--- src/rtl/rst_seq_ctrl.sv ---
// rtl/rst_seq_ctrl.sv - reset sequencer: request collection, hold window, staggered domain release
// and sticky reset-cause register.
module rst_seq_ctrl #(
   parameter int unsigned NumDomains    = 3,
   parameter int unsigned HoldCycles    = 16,
   parameter int unsigned StaggerCycles = 4,
   parameter int unsigned CntW          = 8
) (
   input  logic                  clk_i,
   input  logic                  rst_ni,
   input  logic                  ndmreset_i,
   input  logic                  wdog_rst_i,
   input  logic                  sw_rst_req_i,
   input  logic                  iccm_rst_ni,
   input  logic                  cause_clr_i,
   output logic [NumDomains-1:0] domain_rst_no,
   output logic [4:0]            rst_cause_o,
   output logic                  busy_o
);

   localparam int unsigned IdxW = (NumDomains > 1) ? $clog2(NumDomains) : 1;
   localparam logic [CntW-1:0] HoldLast = CntW'(HoldCycles - 1);
   localparam logic [CntW-1:0] StagLast = CntW'(StaggerCycles - 1);
   localparam logic [IdxW-1:0] IdxLast  = IdxW'(NumDomains - 1);

   typedef enum logic [1:0] {
      StHold    = 2'd0,
      StRelease = 2'd1,
      StRun     = 2'd2
   } state_e;

   state_e                state_q, state_d;
   logic [CntW-1:0]       cnt_q, cnt_d;
   logic [IdxW-1:0]       idx_q, idx_d;
   logic [NumDomains-1:0] dom_q, dom_d;
   logic                  busy_q, busy_d;
   logic [4:0]            cause_q, cause_d;
   logic [3:0]            req_bits;
   logic                  req;

   assign req_bits = {~iccm_rst_ni, sw_rst_req_i, wdog_rst_i, ndmreset_i};
   assign req      = |req_bits;

   always_comb begin
      state_d = state_q;
      cnt_d   = cnt_q;
      idx_d   = idx_q;
      dom_d   = dom_q;
      case (state_q)
         StHold: begin
            // Requests held high pin the counter, so the window restarts when the last one drops.
            if (req) begin
               cnt_d = '0;
            end else if (cnt_q == HoldLast) begin
               dom_d[0] = 1'b1;
               cnt_d    = '0;
               idx_d    = IdxW'(1);
               state_d  = (NumDomains == 1) ? StRun : StRelease;
            end else begin
               cnt_d = cnt_q + 1'b1;
            end
         end
         StRelease: begin
            if (req) begin
               dom_d   = '0;
               cnt_d   = '0;
               state_d = StHold;
            end else if (cnt_q == StagLast) begin
               for (int i = 0; i < NumDomains; i++) begin
                  if (IdxW'(i) == idx_q) dom_d[i] = 1'b1;
               end
               idx_d = idx_q + 1'b1;
               cnt_d = '0;
               if (idx_q == IdxLast) state_d = StRun;
            end else begin
               cnt_d = cnt_q + 1'b1;
            end
         end
         StRun: begin
            if (req) begin
               dom_d   = '0;
               cnt_d   = '0;
               state_d = StHold;
            end
         end
         default: begin
            dom_d   = '0;
            cnt_d   = '0;
            state_d = StHold;
         end
      endcase
   end

   assign busy_d = (dom_d != {NumDomains{1'b1}});

   // A clear coinciding with a request keeps only the bits of the requests active this cycle.
   assign cause_d = cause_clr_i ? {req_bits, 1'b0} : (cause_q | {req_bits, 1'b0});

   always_ff @(posedge clk_i or negedge rst_ni) begin
      if (!rst_ni) begin
         state_q <= StHold;
         cnt_q   <= '0;
         idx_q   <= '0;
         dom_q   <= '0;
         busy_q  <= 1'b1;
         cause_q <= 5'b00001;
      end else begin
         state_q <= state_d;
         cnt_q   <= cnt_d;
         idx_q   <= idx_d;
         dom_q   <= dom_d;
         busy_q  <= busy_d;
         cause_q <= cause_d;
      end
   end

   assign domain_rst_no = dom_q;
   assign rst_cause_o   = cause_q;
   assign busy_o        = busy_q;

endmodule

--- config.mk ---
export PLATFORM = sky130hd
export DESIGN_NAME = rst_seq_ctrl
export DESIGN_NICKNAME = d
export VERILOG_FILES = /design/src/rtl/rst_seq_ctrl.sv
export SDC_FILE = /design/constraint.sdc
export NUM_CORES = 1
export LEC_CHECK = 0
export BUFFER_PORTS_ARGS = -buffer_cell sky130_fd_sc_hd__buf_2
export CAP_MARGIN = 0
export CORE_MARGIN = 3
export CORE_UTILIZATION = 45
export DETAILED_ROUTE_END_ITERATION = 16
export GPL_TIMING_DRIVEN = 0
export PLACE_DENSITY = 0.68
export SYNTH_ARGS = -nofsm -noshare
export SYNTH_HDL_FRONTEND = slang
export SYNTH_SLANG_ARGS = --single-unit
--- constraint.sdc ---
create_clock -name clk_i -period 1.69 [get_ports clk_i]
set_clock_uncertainty 0.05 [all_clocks]
set_input_delay 0.338 -clock clk_i [delete_from_list [all_inputs] [get_ports clk_i]]
set_output_delay 0.338 -clock clk_i [all_outputs]
set_load 0.02 [all_outputs]
==> results of run 1 <==
[worst min-delay path by stage]
stage                            from        endpoint  slack, ns  cells past startpoint
after floorplan                rst_ni        cnt_q[0]     -0.008                      0
after global placement         rst_ni        idx_q[0]       0.27                      1
after detailed placement       rst_ni        idx_q[0]       0.28                      1
after CTS                 cause_clr_i  rst_cause_o[0]       0.10                      2
after global routing      cause_clr_i  rst_cause_o[0]       0.12                      2
final                     cause_clr_i  rst_cause_o[0]       0.11                      2
[registers in the layout, indices dropped and copies added, names as in the netlist]
signal and cells:
busy_o 1, idx_q 2, rst_cause_o 5, domain_rst_no 3, cnt_q 8, state_q 2
[final cells by class]
type                            instances  area, sq um  share of cell area, %
Tap cell                               28        35.03                  2.525
Clock buffer                            4        26.28                  1.894
Timing Repair Buffer                   22        133.9                  9.648
Sequential cell                        21        530.5                  38.23
Multi-Input combinational cell         80        586.8                  42.29
Buffer                                  6        52.55                  3.787
Inverter                                6        22.52                  1.623
[routing by layer]
layer  track usage [%]  vias to the layer above  wire (um)
met4             5.763                        0         50
met3             2.320                        6        131
li1                  -                      458          -
met2             26.35                       35       1114
met5                 0                        -          0
met1             22.63                      442       1080
[cells in the mapped netlist (all sizes together)]
cell	instances
nor4	2
xnor2	1
a31o	1
o21ai	5
or2	1
a32o	1
a21oi	1
nor2b	4
and3b	1
a211oi	1
nor2	9
o211ai	3
nand3	10
o21ba	1
dfrtp	19
nor3	2
nand4	2
clkbuf	3
maj3	1
a31oi	4
a311o	1
buf	5
or4	1
dfstp	2
and3	2
ha	4
a21o	3
nor3b	1
nand2	11
or4b	1
inv	6
nor4b	1
o22ai	1
nand2b	1
mux2i	1
o41ai	1
mux2	1
[power groups by stage]
stage,registers (uW),clock network (uW),logic (uW)
floorplan,538,0,20.8
global placement,527,0,63.2
detailed placement,527,0,64.9
CTS,518,255,67.4
global route,519,276,75.9
finish,518,247,68.1
[kinds of logic (layout without fill, tap and decap cells)]
kind of cell	count (synthesis)	count (layout)
mux	2	2
xor+xnor	1	1
simple gates	49	49
fa+ha+maj	5	5
buf+inv	14	38
compound gates	23	23
flops	21	21
[metrics by stage]
stage | std cells | instance area (sq um) | hold WS, ns | setup WS (ns) | setup TNS [ns]
final | 167 | 1388 | 0.1091 | -0.01307 | -0.01307
after detailed placement | 158 | 1245 | 0.2784 | -0.2728 | -1.407
after floorplan | 115 | 1135 | -0.007591 | -0.1253 | -0.1253
after CTS | 162 | 1326 | 0.1035 | -0.01582 | -0.01582
after global placement | 158 | 1245 | 0.2695 | -0.2708 | -1.337
after global routing | 167 | 1388 | 0.1200 | -0.04383 | -0.1713
[worst register-to-register path, delay by kind of cell (launching register included)]
kind,cells,cell delay (ns)
AND/OR/NAND/NOR,2,0.81
flip-flops,1,0.40
AO/OA/AOI/OAI,1,0.17
buffers and inverters,2,0.24
[repair_timing]
action | in CTS | in global routing
endpoints found under the hold margin | 19 | 0
resized for setup | 11 | 6
gates cloned | 1 | 0
hold buffers | 1 | 0
buffers inserted | 0 | 5
pin swaps | 3 | 3
endpoints found under the setup margin | 10 | 9
==> impl_summary.txt, run 1 <==
----------------------------------------------------
[CTS]
  CTS Buffer Depth ... 2
  Clk root buf ... sky130_fd_sc_hd__clkbuf_4
  TritonCTS clock tree ... yes
  Later-pin clock latency in the skew report ... 0.31 ns
  Number of levels in the clock H-tree ... 1
  TritonCTS Buffers ... 3
  Number of sinks driven by the clock tree ... 21
  Clock transition at the register clock pins on the worst setup and hold paths after CTS ... 0.12 ns

[STA]
  Time the worst path needs with I/O delays and setup ... 1.703 ns
  Least setup slack across all paths after layout ... -0.01307 ns
  Final-report setup violation count ... 1
  Highest achievable clock rate ... 587.2 MHz
  Post-route fraction of the period consumed by the critical path ... 100.8%
  Measured slew at the worst slew-check pin ... 0.4575 ns
  Worst slew margin relative to its limit ... 69.50%
  Unrepaired setup endpoints after global routing ... yes
  Number of hold violations in the final report ... 0
  Pins over their slew limit ... 0

[Die]
  Number of I/O pins ... 16
  Height of the chip ... 55.91 um
  Effective utilization at floorplan ... 48.80%
  Core region area ... 0.002297 sq mm
  Number of core rows ... 17
  Die X ... 55.91 um
  Full die area ... 0.003126 sq mm

[Drt]
  Final wirelength ... 2.377 mm
  Detailed-route DRC error count ... 0
  Post-DR wirelength/cell ... 14.23 um
  Length of the first detailed-routing pass in iterations ... 4
  Routed via count ... 941
  Count of nets left with antenna violations after detail routing ... 0
  Count of routing violations after the opening detailed-route iteration ... 20
  Number of vias per cell ... 5.635

[Synthesis]
  Synth top area share ... 42.41%
  Share of synthesized area spent on multiplexers ... 1.897%
  Synth area leaders ... sky130_fd_sc_hd__dfrtp_1 (42%), sky130_fd_sc_hd__dfstp_2 (4.7%), sky130_fd_sc_hd__ha_1 (4.5%)
  Count of cell types in the netlist ... 41
  Syn nets ... 126
  Post-Synth XOR/XNOR Area ... 0.7813%
  Combined area of all synthesized cells ... 0.001121 sq mm
  Simple-gate area share of the yosys netlist ... 23.66%
  Cells after Synth ... 115
  Seq cells post-synth ... 21
  Seq/Total Area, Yosys ... 47.10%
  Share of the synthesized area in compound gates (AO/OA/AOI/OAI) ... 15.07%
  Main combinational cell family by area after synthesis ... simple AND/OR/NAND/NOR gates
  Adder-Cell Fraction of Synth Area ... 5.469%
  Syn_area_per_cell ... 9.748 sq um
  Largest area contributor in the netlist ... sky130_fd_sc_hd__dfrtp_1
  Yosys synthesis warning count ... 0

[Pwr]
  Switching power share of the total ... 24.20%
  Maximum VDD drop ... 614.3 uV
  Clock Power Share ... 29.7%
  Switching power of the nets ... 201.5 uW
  Portion of total power attributed to combinational logic ... 8.2%
  Total power of the final layout ... 832.7 uW
  Leakage Power ... 0.0006248 uW
  Ratio of total power to cell area ... 600.1 mW/mm^2
  Sequential Power Share ... 62.2%
  Internal ... 631.2 uW

[Setup path]
  Number of cells on the worst reg-to-reg path ... 5
  Worst reg2reg endpoint ... domain_rst_no[0]
  Data required, critical path ... 1.90 ns
  Capture point of the critical path ... domain_rst_no[0]
  Crit-path slowest cell ... sky130_fd_sc_hd__or4_4
  Peak per-stage delay on the critical path ... 0.52 ns
  Critical path endpoint category ... flop
  Category of the most critical setup path ... flop to flop
  Depth of the critical timing path with buffers and inverters included ... 5
  Slack of the worst reg-to-reg path ... -0.01 ns
  Arrival time at the worst endpoint ... 1.91 ns
  Critical path peak fanout ... 8
  Launch point of the worst reg-to-reg path ... cnt_q[4]
  Critical path origin ... cnt_q[4]
  Top cell family by delay on the critical path ... simple AND/OR/NAND/NOR gates
  Combined buffer and inverter count along the critical path ... 2
  Cells along the critical path ... buf_6 > or4_4 > nor4b_4 > a311o_2 > buf_4
  Critical Path Source Type ... flop

[Global route]
  Overall fraction of global-route tracks in use ... 16.42%
  Via count of the first global-routing pass ... 908
  Wire length of the first global-routing pass ... 4.119 mm
  Number of antenna violations at the first check in global routing ... 0
  Total congestion overflow after global routing ... 0
  Pin count of the biggest net entering global routing ... 22

[Layout]
  Area Growth Syn to Fin ... 23.77%
  Number of diodes added for antenna fixing ... 0
  Most frequent cells in the layout ... sky130_fd_sc_hd__dfrtp_1 (17), sky130_fd_sc_hd__buf_2 (15), sky130_fd_sc_hd__nand2_1 (11)
  Most common cell after layout, fill and taps aside ... sky130_fd_sc_hd__dfrtp_1
  End-of-flow core utilization ... 60.40%
  # fillers ... 220
  Final #Nets ... 151
  Share of final-layout standard cells stronger than drive strength 1 ... 35.97%

[Job]
  Maximum Capacitance Violations ... 0

[Placed design]
  Weighted congestion at the end of routability-driven global placement ... 0.7886
  Number of buffers added on ports ... 15
  Detailed placer's ending HPWL ... 1.619 mm

[Min path]
  Type of the most critical hold path ... primary input to flop

[Run status]
  Status ... finished, violations left
  Violated checks ... setup timing

----------------------------------------------------
Power figures use the tool's default switching activity.
==> run 2, diff against run 1 <==
--- a/config.mk
+++ b/config.mk
@@ -5,10 +5,12 @@
 export SDC_FILE = /design/constraint.sdc
 export NUM_CORES = 1
 export LEC_CHECK = 0
+export ABC_AREA = 1
 export BUFFER_PORTS_ARGS = -buffer_cell sky130_fd_sc_hd__buf_2
 export CAP_MARGIN = 0
 export CORE_MARGIN = 3
 export CORE_UTILIZATION = 45
+export CTS_CLUSTER_SIZE = 28
 export DETAILED_ROUTE_END_ITERATION = 16
 export GPL_TIMING_DRIVEN = 0
 export PLACE_DENSITY = 0.68
==> impl_summary.txt, run 2 <==
----------------------------------------------------
[Run status]
  Status ... finished, final reports clean (was finished, violations left)

[Drt]
  Detailed-route DRC error count ... 0 (unchanged)
  Count of nets left with antenna violations after detail routing ... 0 (unchanged)
  Routed via count ... 856 (was 941)
  Count of routing violations after the opening detailed-route iteration ... 14 (was 20)
  Post-DR wirelength/cell ... 11.03 um (was 14.23 um)
  Length of the first detailed-routing pass in iterations ... 4 (unchanged)
  Final wirelength ... 1.974 mm (was 2.377 mm)
  Number of vias per cell ... 4.782 (was 5.635)

[Synthesis]
  Asr flop ratio synth ... 100.0% (unchanged)
  Syn_area_per_cell ... 8.520 sq um (was 9.748 sq um)
  Seq/Total Area, Yosys ... 47.31% (was 47.10%)
  Count of cell types in the netlist ... 21 (was 41)
  Combined area of all synthesized cells ... 0.001116 sq mm (was 0.001121 sq mm)
  Synth Flop Type ... sky130_fd_sc_hd__dfrtp_1 (unchanged)
  Seq cells post-synth ... 21 (unchanged)
  Largest area contributor in the netlist ... sky130_fd_sc_hd__dfrtp_1 (unchanged)
  Syn nets ... 142 (was 126)
  Yosys synthesis warning count ... 0 (unchanged)
  Cells after Synth ... 131 (was 115)
  Synth top area share ... 42.60% (was 42.41%)
  Most numerous cell types in the synthesized netlist ... sky130_fd_sc_hd__nand2_1 (28), sky130_fd_sc_hd__inv_1 (20), sky130_fd_sc_hd__dfrtp_1 (19), sky130_fd_sc_hd__nor2_1 (13), sky130_fd_sc_hd__o21ai_0 (9) (was sky130_fd_sc_hd__dfrtp_1 (19), sky130_fd_sc_hd__nand2_1 (11), sky130_fd_sc_hd__nand3_1 (10), sky130_fd_sc_hd__nor2_1 (7), sky130_fd_sc_hd__inv_1 (6))
  Number of enable-type register cells in the synthesized netlist ... 0 (unchanged)
  Synth area leaders ... sky130_fd_sc_hd__dfrtp_1 (43%), sky130_fd_sc_hd__nand2_1 (9.4%), sky130_fd_sc_hd__inv_1 (6.7%) (was sky130_fd_sc_hd__dfrtp_1 (42%), sky130_fd_sc_hd__dfstp_2 (4.7%), sky130_fd_sc_hd__ha_1 (4.5%))
  Most instantiated library cell after synthesis ... sky130_fd_sc_hd__nand2_1 (was sky130_fd_sc_hd__dfrtp_1)

[Layout]
  Most common cell after layout, fill and taps aside ... sky130_fd_sc_hd__nand2_1 (was sky130_fd_sc_hd__dfrtp_1)
  Final #Nets ... 163 (was 151)
  End-of-flow core utilization ... 55.47% (was 60.40%)
  Register with the highest flop count ... cnt_q (unchanged)
  # fillers ... 235 (was 220)
  Share of final-layout standard cells stronger than drive strength 1 ... 25.83% (was 35.97%)
  Area occupied by multi-input gates ... 501.7 sq um (was 586.8 sq um)
  Number of flip-flops in the largest register ... 8 (unchanged)
  Most frequent cells in the layout ... sky130_fd_sc_hd__nand2_1 (28), sky130_fd_sc_hd__inv_1 (20), sky130_fd_sc_hd__dfrtp_1 (19) (was sky130_fd_sc_hd__dfrtp_1 (17), sky130_fd_sc_hd__buf_2 (15), sky130_fd_sc_hd__nand2_1 (11))
  Post-Layout Cell Count ... 179 (was 167)
  Area Growth Syn to Fin ... 13.12% (was 23.77%)
  Number of diodes added for antenna fixing ... 0 (unchanged)
  FF+latch area ... 528.0 sq um (was 530.5 sq um)

[STA]
  Measured slew at the worst slew-check pin ... 0.4608 ns (was 0.4575 ns)
  Unrepaired setup endpoints after global routing ... no (was yes)
  Pins over their slew limit ... 0 (unchanged)
  Highest achievable clock rate ... 661.1 MHz (was 587.2 MHz)
  Time the worst path needs with I/O delays and setup ... 1.513 ns (was 1.703 ns)
  Number of hold violations in the final report ... 0 (unchanged)
  Accumulated negative setup slack ... 0 ns (was -0.01307 ns)
  Final-report setup violation count ... 0 (was 1)
  Final-layout worst hold slack ... 0.1598 ns (was 0.1091 ns)
  Worst slew margin relative to its limit ... 69.28% (was 69.50%)
  Post-route fraction of the period consumed by the critical path ... 89.50% (was 100.8%)

[Pwr]
  Switching power of the nets ... 181.7 uW (was 201.5 uW)
  Sequential Power Share ... 64.0% (was 62.2%)
  Ratio of total power to cell area ... 634.6 mW/mm^2 (was 600.1 mW/mm^2)
  Internal ... 619.5 uW (was 631.2 uW)
  Leakage Power ... 0.0006724 uW (was 0.0006248 uW)
  Clock Power Share ... 29.5% (was 29.7%)
  Switching power share of the total ... 22.68% (was 24.20%)
  Portion of total power attributed to combinational logic ... 6.4% (was 8.2%)
  Maximum VDD drop ... 377.9 uV (was 614.3 uV)

[Die]
  Full die area ... 0.003114 sq mm (was 0.003126 sq mm)
  Die X ... 55.80 um (was 55.91 um)
  Number of core rows ... 17 (unchanged)
  Core region area ... 0.002276 sq mm (was 0.002297 sq mm)
  Effective utilization at floorplan ... 49.04% (was 48.80%)
  Number of I/O pins ... 16 (unchanged)
  Height of the chip ... 55.80 um (was 55.91 um)

[Min path]
  Type of the most critical hold path ... primary input to flop (unchanged)
  Hold Crit Start ... cause_clr_i (unchanged)
  Worst-case hold path end point ... rst_cause_o[0] (unchanged)
  Worst hold stages ... 2 (unchanged)

[Setup path]
  Number of cells on the worst reg-to-reg path ... 8 (was 5)
  Data required, critical path ... 1.85 ns (was 1.90 ns)
  Category of the most critical setup path ... flop to flop (unchanged)
  Critical path endpoint category ... flop (unchanged)
  Launch point of the worst reg-to-reg path ... cnt_q[0] (was cnt_q[4])
  Arrival time at the worst endpoint ... 1.67 ns (was 1.91 ns)
  Worst reg2reg endpoint ... cnt_q[7] (was domain_rst_no[0])
  Critical path peak fanout ... 6 (was 8)
  Slack of the worst reg-to-reg path ... 0.18 ns (was -0.01 ns)
  Critical Path Source Type ... flop (unchanged)

[CTS]
  CTS Buffer Depth ... 2 (unchanged)
  Setup repair bufs after CTS ... 0 (unchanged)
  Clk root buf ... sky130_fd_sc_hd__clkbuf_4 (unchanged)
  Number of resized instances in the post-cts repair step ... 0 (was 11)
  Number of sinks driven by the clock tree ... 21 (unchanged)
  TritonCTS clock tree ... yes (unchanged)
  TritonCTS Buffers ... 3 (unchanged)
  Number of hold-repair buffers added at the cts stage ... 1 (unchanged)
  Later-pin clock latency in the skew report ... 0.30 ns (was 0.31 ns)
  Clock transition at the register clock pins on the worst setup and hold paths after CTS ... 0.11 ns (was 0.12 ns)
  Number of levels in the clock H-tree ... 1 (unchanged)

[Placed design]
  Detailed placer's ending HPWL ... 1.532 mm (was 1.619 mm)
  Weighted congestion at the end of routability-driven global placement ... 0.7671 (was 0.7886)
  Number of placed instances with taps included ... 174 (was 158)
  Number of buffers added on ports ... 15 (unchanged)

[Job]
  Maximum Capacitance Violations ... 0 (unchanged)

[Global route]
  Overall fraction of global-route tracks in use ... 14.17% (was 16.42%)
  Wire length of the first global-routing pass ... 3.512 mm (was 4.119 mm)
  Total congestion overflow after global routing ... 0 (unchanged)
  Via count of the first global-routing pass ... 822 (was 908)
  Number of antenna violations at the first check in global routing ... 0 (unchanged)
  Pin count of the biggest net entering global routing ... 22 (unchanged)

----------------------------------------------------
## run 2: cell count changes after synthesis, sizes merged, moves of 5 or more
cell   previous run  this run
inv               6        23
nand2            11        33
nor2              9        20
o21ai             5        10
buf               5         0
## run 2: per-layer routing
layer	global-route usage [%]	routed length, um	vias to the layer above
met2	23.31	961	8
met5	0	0	-
met1	17.93	923	399
li1	-	-	444
met4	7.292	48	0
met3	2.088	41	5
## run 2: cells by family (layout without fill, tap and decap cells)
family	after synthesis	after routing	share of synthesized area [%]
simple gates	62	62	27.13
buf+inv	23	43	7.735
flops	21	21	47.31
compound gates	15	15	8.632
xor+xnor	6	6	4.708
fa+ha+maj	4	4	4.484
## run 2: layout make-up
class	instances	area share (%)
repair buffers	16	6.739
flip-flops and latches	21	41.82
inverters	23	6.838
multi-input cells	87	39.74
well taps	28	2.775
clock buffers	4	2.081
## run 2: through the flow
step / instance area [sq um] / worst slack, ns / total power, uW
CTS: 1262 / 0.1509 / 814.7
global route: 1262 / 0.02023 / 836.0
floorplan: 1116 / 0.3513 / 545.3
detailed placement: 1226 / 0.1707 / 574.3
finish: 1262 / 0.1774 / 801.2
global placement: 1226 / 0.2167 / 572.6
## run 2: worst max path at each step
stage                         from  endpoint  slack, ns  depth (start not counted)
after floorplan           cnt_q[0]  idx_q[0]       0.35                          8
after global placement    cnt_q[0]  cnt_q[1]       0.22                          8
after detailed placement  cnt_q[0]  cnt_q[7]       0.17                          8
after CTS                 cnt_q[0]  cnt_q[7]       0.15                          8
after global routing      cnt_q[0]  cnt_q[1]       0.02                          8
final                     cnt_q[0]  cnt_q[7]       0.18                          8
## run 2: worst max-delay path: stages, from the launching register on
cell and delay [ns]:
sky130_fd_sc_hd__dfrtp_1 0.41, sky130_fd_sc_hd__ha_1 0.24, sky130_fd_sc_hd__nand2_1 0.11, sky130_fd_sc_hd__nor2_4 0.18, sky130_fd_sc_hd__nor2_2 0.07, sky130_fd_sc_hd__a21oi_4 0.20, sky130_fd_sc_hd__inv_2 0.06, sky130_fd_sc_hd__nand2_1 0.05
sky130_fd_sc_hd__nand2_1 0.05
## run 2: power by group through the flow
stage          clock, uW  combinational, uW  sequential [uW]
2_1_floorplan          0               14.0              531
3_3_place_gp           0               50.2              522
3_5_place_dp           0               51.4              523
4_1_cts              248               53.1              513
5_1_grt              263               58.2              515
6_report             237               51.5              513
==> run 3, diff against run 2 <==
--- a/config.mk
+++ b/config.mk
@@ -8,12 +8,14 @@
 export ABC_AREA = 1
 export BUFFER_PORTS_ARGS = -buffer_cell sky130_fd_sc_hd__buf_2
 export CAP_MARGIN = 0
+export CORE_ASPECT_RATIO = 0.8
 export CORE_MARGIN = 3
 export CORE_UTILIZATION = 45
 export CTS_CLUSTER_SIZE = 28
 export DETAILED_ROUTE_END_ITERATION = 16
 export GPL_TIMING_DRIVEN = 0
 export PLACE_DENSITY = 0.68
+export REMOVE_ABC_BUFFERS = 1
 export SYNTH_ARGS = -nofsm -noshare
 export SYNTH_HDL_FRONTEND = slang
 export SYNTH_SLANG_ARGS = --single-unit
==> impl_summary.txt, run 3 (same netlist as run 2, synthesis figures left out) <==
----------------------------------------------------
[Pwr]
  Total power of the final layout ... 805.1 uW (was 801.2 uW)
  Ratio of total power to cell area ... 639.0 mW/mm^2 (was 634.6 mW/mm^2)
  Maximum VDD drop ... 524.0 uV (was 377.9 uV)
  Leakage Power ... 0.0006751 uW (was 0.0006724 uW)

[CTS]
  Clk root buf ... sky130_fd_sc_hd__clkbuf_4 (unchanged)
  Number of sinks driven by the clock tree ... 21 (unchanged)
  Clock transition at the register clock pins on the worst setup and hold paths after CTS ... 0.11 ns (about the same)
  Setup repair bufs after CTS ... 0 (unchanged)
  Number of levels in the clock H-tree ... 1 (unchanged)
  Number of resized instances in the post-cts repair step ... 0 (unchanged)
  Number of hold-repair buffers added at the cts stage ... 1 (unchanged)
  CTS Buffer Depth ... 2 (unchanged)
  Later-pin clock latency in the skew report ... 0.30 ns (about the same)
  TritonCTS Buffers ... 3 (unchanged)
  TritonCTS clock tree ... yes (unchanged)

[Drt]
  Length of the first detailed-routing pass in iterations ... 4 (unchanged)
  Count of routing violations after the opening detailed-route iteration ... 29 (was 14)
  Detailed-route DRC error count ... 0 (unchanged)
  Number of vias per cell ... 4.869 (was 4.782)
  Final wirelength ... 2.035 mm (was 1.974 mm)
  Count of nets left with antenna violations after detail routing ... 0 (unchanged)
  Post-DR wirelength/cell ... 11.56 um (was 11.03 um)
  Routed via count ... 857 (was 856)

[Placed design]
  Detailed placer's ending HPWL ... 1.621 mm (was 1.532 mm)
  Worst slack after detailed placement ... 0.1675 ns (was 0.1707 ns)
  Number of placed instances with taps included ... 171 (was 174)
  Number of buffers added on ports ... 15 (unchanged)
  Weighted congestion at the end of routability-driven global placement ... 0.7923 (was 0.7671)
  Placed cell areas ... 0.001222 sq mm (was 0.001226 sq mm)

[Setup path]
  Critical Path Source Type ... flop (unchanged)
  Critical path endpoint category ... flop (unchanged)
  Data required, critical path ... 1.85 ns (about the same)
  Critical path peak fanout ... 6 (unchanged)
  Category of the most critical setup path ... flop to flop (unchanged)
  Arrival time at the worst endpoint ... 1.69 ns (was 1.67 ns)

[STA]
  Worst slew margin relative to its limit ... 68.59% (was 69.28%)
  Number of hold violations in the final report ... 0 (unchanged)
  Measured slew at the worst slew-check pin ... 0.4711 ns (was 0.4608 ns)
  Highest achievable clock rate ... 654.0 MHz (was 661.1 MHz)
  Unrepaired setup endpoints after global routing ... no (unchanged)
  Least setup slack across all paths after layout ... 0.1609 ns (was 0.1774 ns)
  Accumulated negative setup slack ... 0 ns (unchanged)
  Time the worst path needs with I/O delays and setup ... 1.529 ns (was 1.513 ns)
  Post-route fraction of the period consumed by the critical path ... 90.48% (was 89.50%)
  Pins over their slew limit ... 0 (unchanged)
  Final-report setup violation count ... 0 (unchanged)

[Layout]
  Most frequent cells in the layout ... sky130_fd_sc_hd__nand2_1 (28), sky130_fd_sc_hd__inv_1 (20), sky130_fd_sc_hd__dfrtp_1 (19) (unchanged)
  Number of flip-flops in the largest register ... 8 (unchanged)
  Final #Nets ... 163 (unchanged)
  Most common cell after layout, fill and taps aside ... sky130_fd_sc_hd__nand2_1 (unchanged)
  Share of final-layout standard cells stronger than drive strength 1 ... 26.49% (was 25.83%)
  Number of diodes added for antenna fixing ... 0 (unchanged)
  Area occupied by multi-input gates ... 501.7 sq um (unchanged)
  Post-Layout Cell Count ... 176 (was 179)
  Area Growth Syn to Fin ... 12.89% (was 13.12%)
  Fin area ... 0.001260 sq mm (was 0.001262 sq mm)
  # fillers ... 218 (was 235)
  Register with the highest flop count ... cnt_q (unchanged)
  FF+latch area ... 528.0 sq um (unchanged)

[Die]
  Full die area ... 0.003118 sq mm (was 0.003114 sq mm)
  Core region area ... 0.002252 sq mm (was 0.002276 sq mm)
  Die X ... 61.68 um (was 55.80 um)
  Effective utilization at floorplan ... 49.56% (was 49.04%)
  Height of the chip ... 50.55 um (was 55.80 um)
  Number of core rows ... 15 (was 17)
  Number of I/O pins ... 16 (unchanged)

[Global route]
  Number of antenna violations at the first check in global routing ... 0 (unchanged)
  Pin count of the biggest net entering global routing ... 22 (unchanged)
  Total congestion overflow after global routing ... 0 (unchanged)
  Overall fraction of global-route tracks in use ... 14.88% (was 14.17%)
  Met2 capacity usage during global routing ... 24.91% (was 23.31%)
  Wire length of the first global-routing pass ... 3.422 mm (was 3.512 mm)
  Met1 GRT Util ... 19.03% (was 17.93%)
  Layer with the highest usage after global routing ... met2 (unchanged)
  Via count of the first global-routing pass ... 807 (was 822)
  Met3 GRT Util ... 4.627% (was 2.088%)

[Run status]
  Status ... finished, final reports clean (unchanged)

[Job]
  Maximum Capacitance Violations ... 0 (unchanged)

[Min path]
  Type of the most critical hold path ... primary input to flop (unchanged)

----------------------------------------------------
## run 3: cell types whose count changed in the layout (fill, tap and decap cells not counted)
cell / change
sky130_fd_sc_hd__clkinv_2: +1
sky130_fd_sc_hd__clkbuf_1: -1
## run 3: metrics by stage
| stage | util (%) | hold WS (ns) |
|---|---|---|
| 6_report | 55.94 | 0.1393 |
| 5_1_grt | 55.94 | 0.1315 |
| 4_1_cts | 55.94 | 0.1359 |
| 3_5_place_dp | 54.28 | 0.2749 |
| 3_3_place_gp | 54.28 | 0.2665 |
| 2_1_floorplan | - | -0.007591 |
## run 3: critical path, cell delays in order, from the launching register on
cell and delay [ns]:
sky130_fd_sc_hd__dfrtp_1 0.41, sky130_fd_sc_hd__ha_1 0.24, sky130_fd_sc_hd__nand3_2 0.15, sky130_fd_sc_hd__nor2_4 0.17, sky130_fd_sc_hd__inv_2 0.06, sky130_fd_sc_hd__a21oi_4 0.20
sky130_fd_sc_hd__inv_2 0.06, sky130_fd_sc_hd__nand2_1 0.05, sky130_fd_sc_hd__nand2_1 0.05
## run 3: routing by layer
metal | share of wire, % | wire length (um)
met4 | 0.64 | 13
met3 | 6.4 | 131
met5 | 0 | 0
met1 | 46 | 946
met2 | 46 | 944
## run 3: path summary, 6_finish.rpt
kind | startpoint | endpoint | slack [ns] | depth (start not counted)
min reg2reg | rst_cause_o[0] | rst_cause_o[0] | 0.40 | 2
max | cnt_q[0] | cnt_q[1] | 0.16 | 8
max reg2reg | cnt_q[0] | cnt_q[1] | 0.16 | 8
min | cause_clr_i | rst_cause_o[0] | 0.14 | 2
min in group asynchronous | rst_ni | rst_cause_o[2] | 0.46 | 2
max in group asynchronous | rst_ni | busy_o | 0.78 | 2
## run 3: final cells by class
cell class                 count  share of cell area (%)
sequential                    21                   41.91
multi-input combinational     87                   39.82
inverter                      23                   6.852
timing repair buffer          16                   6.753
tap                           25                   2.483
clock buffer                   3                   1.787
clock inverter                 1                  0.3972
## run 3: power by group
group | internal (uW) | switching (uW) | total (uW) | leakage (uW)
Combinational | 17.8 | 33.6 | 51.4 | 0.000389
Sequential | 510 | 3.67 | 513 | 0.000268
Clock | 88.4 | 152 | 240 | 0.0000177
Total | 616 | 189 | 805 | 0.000675
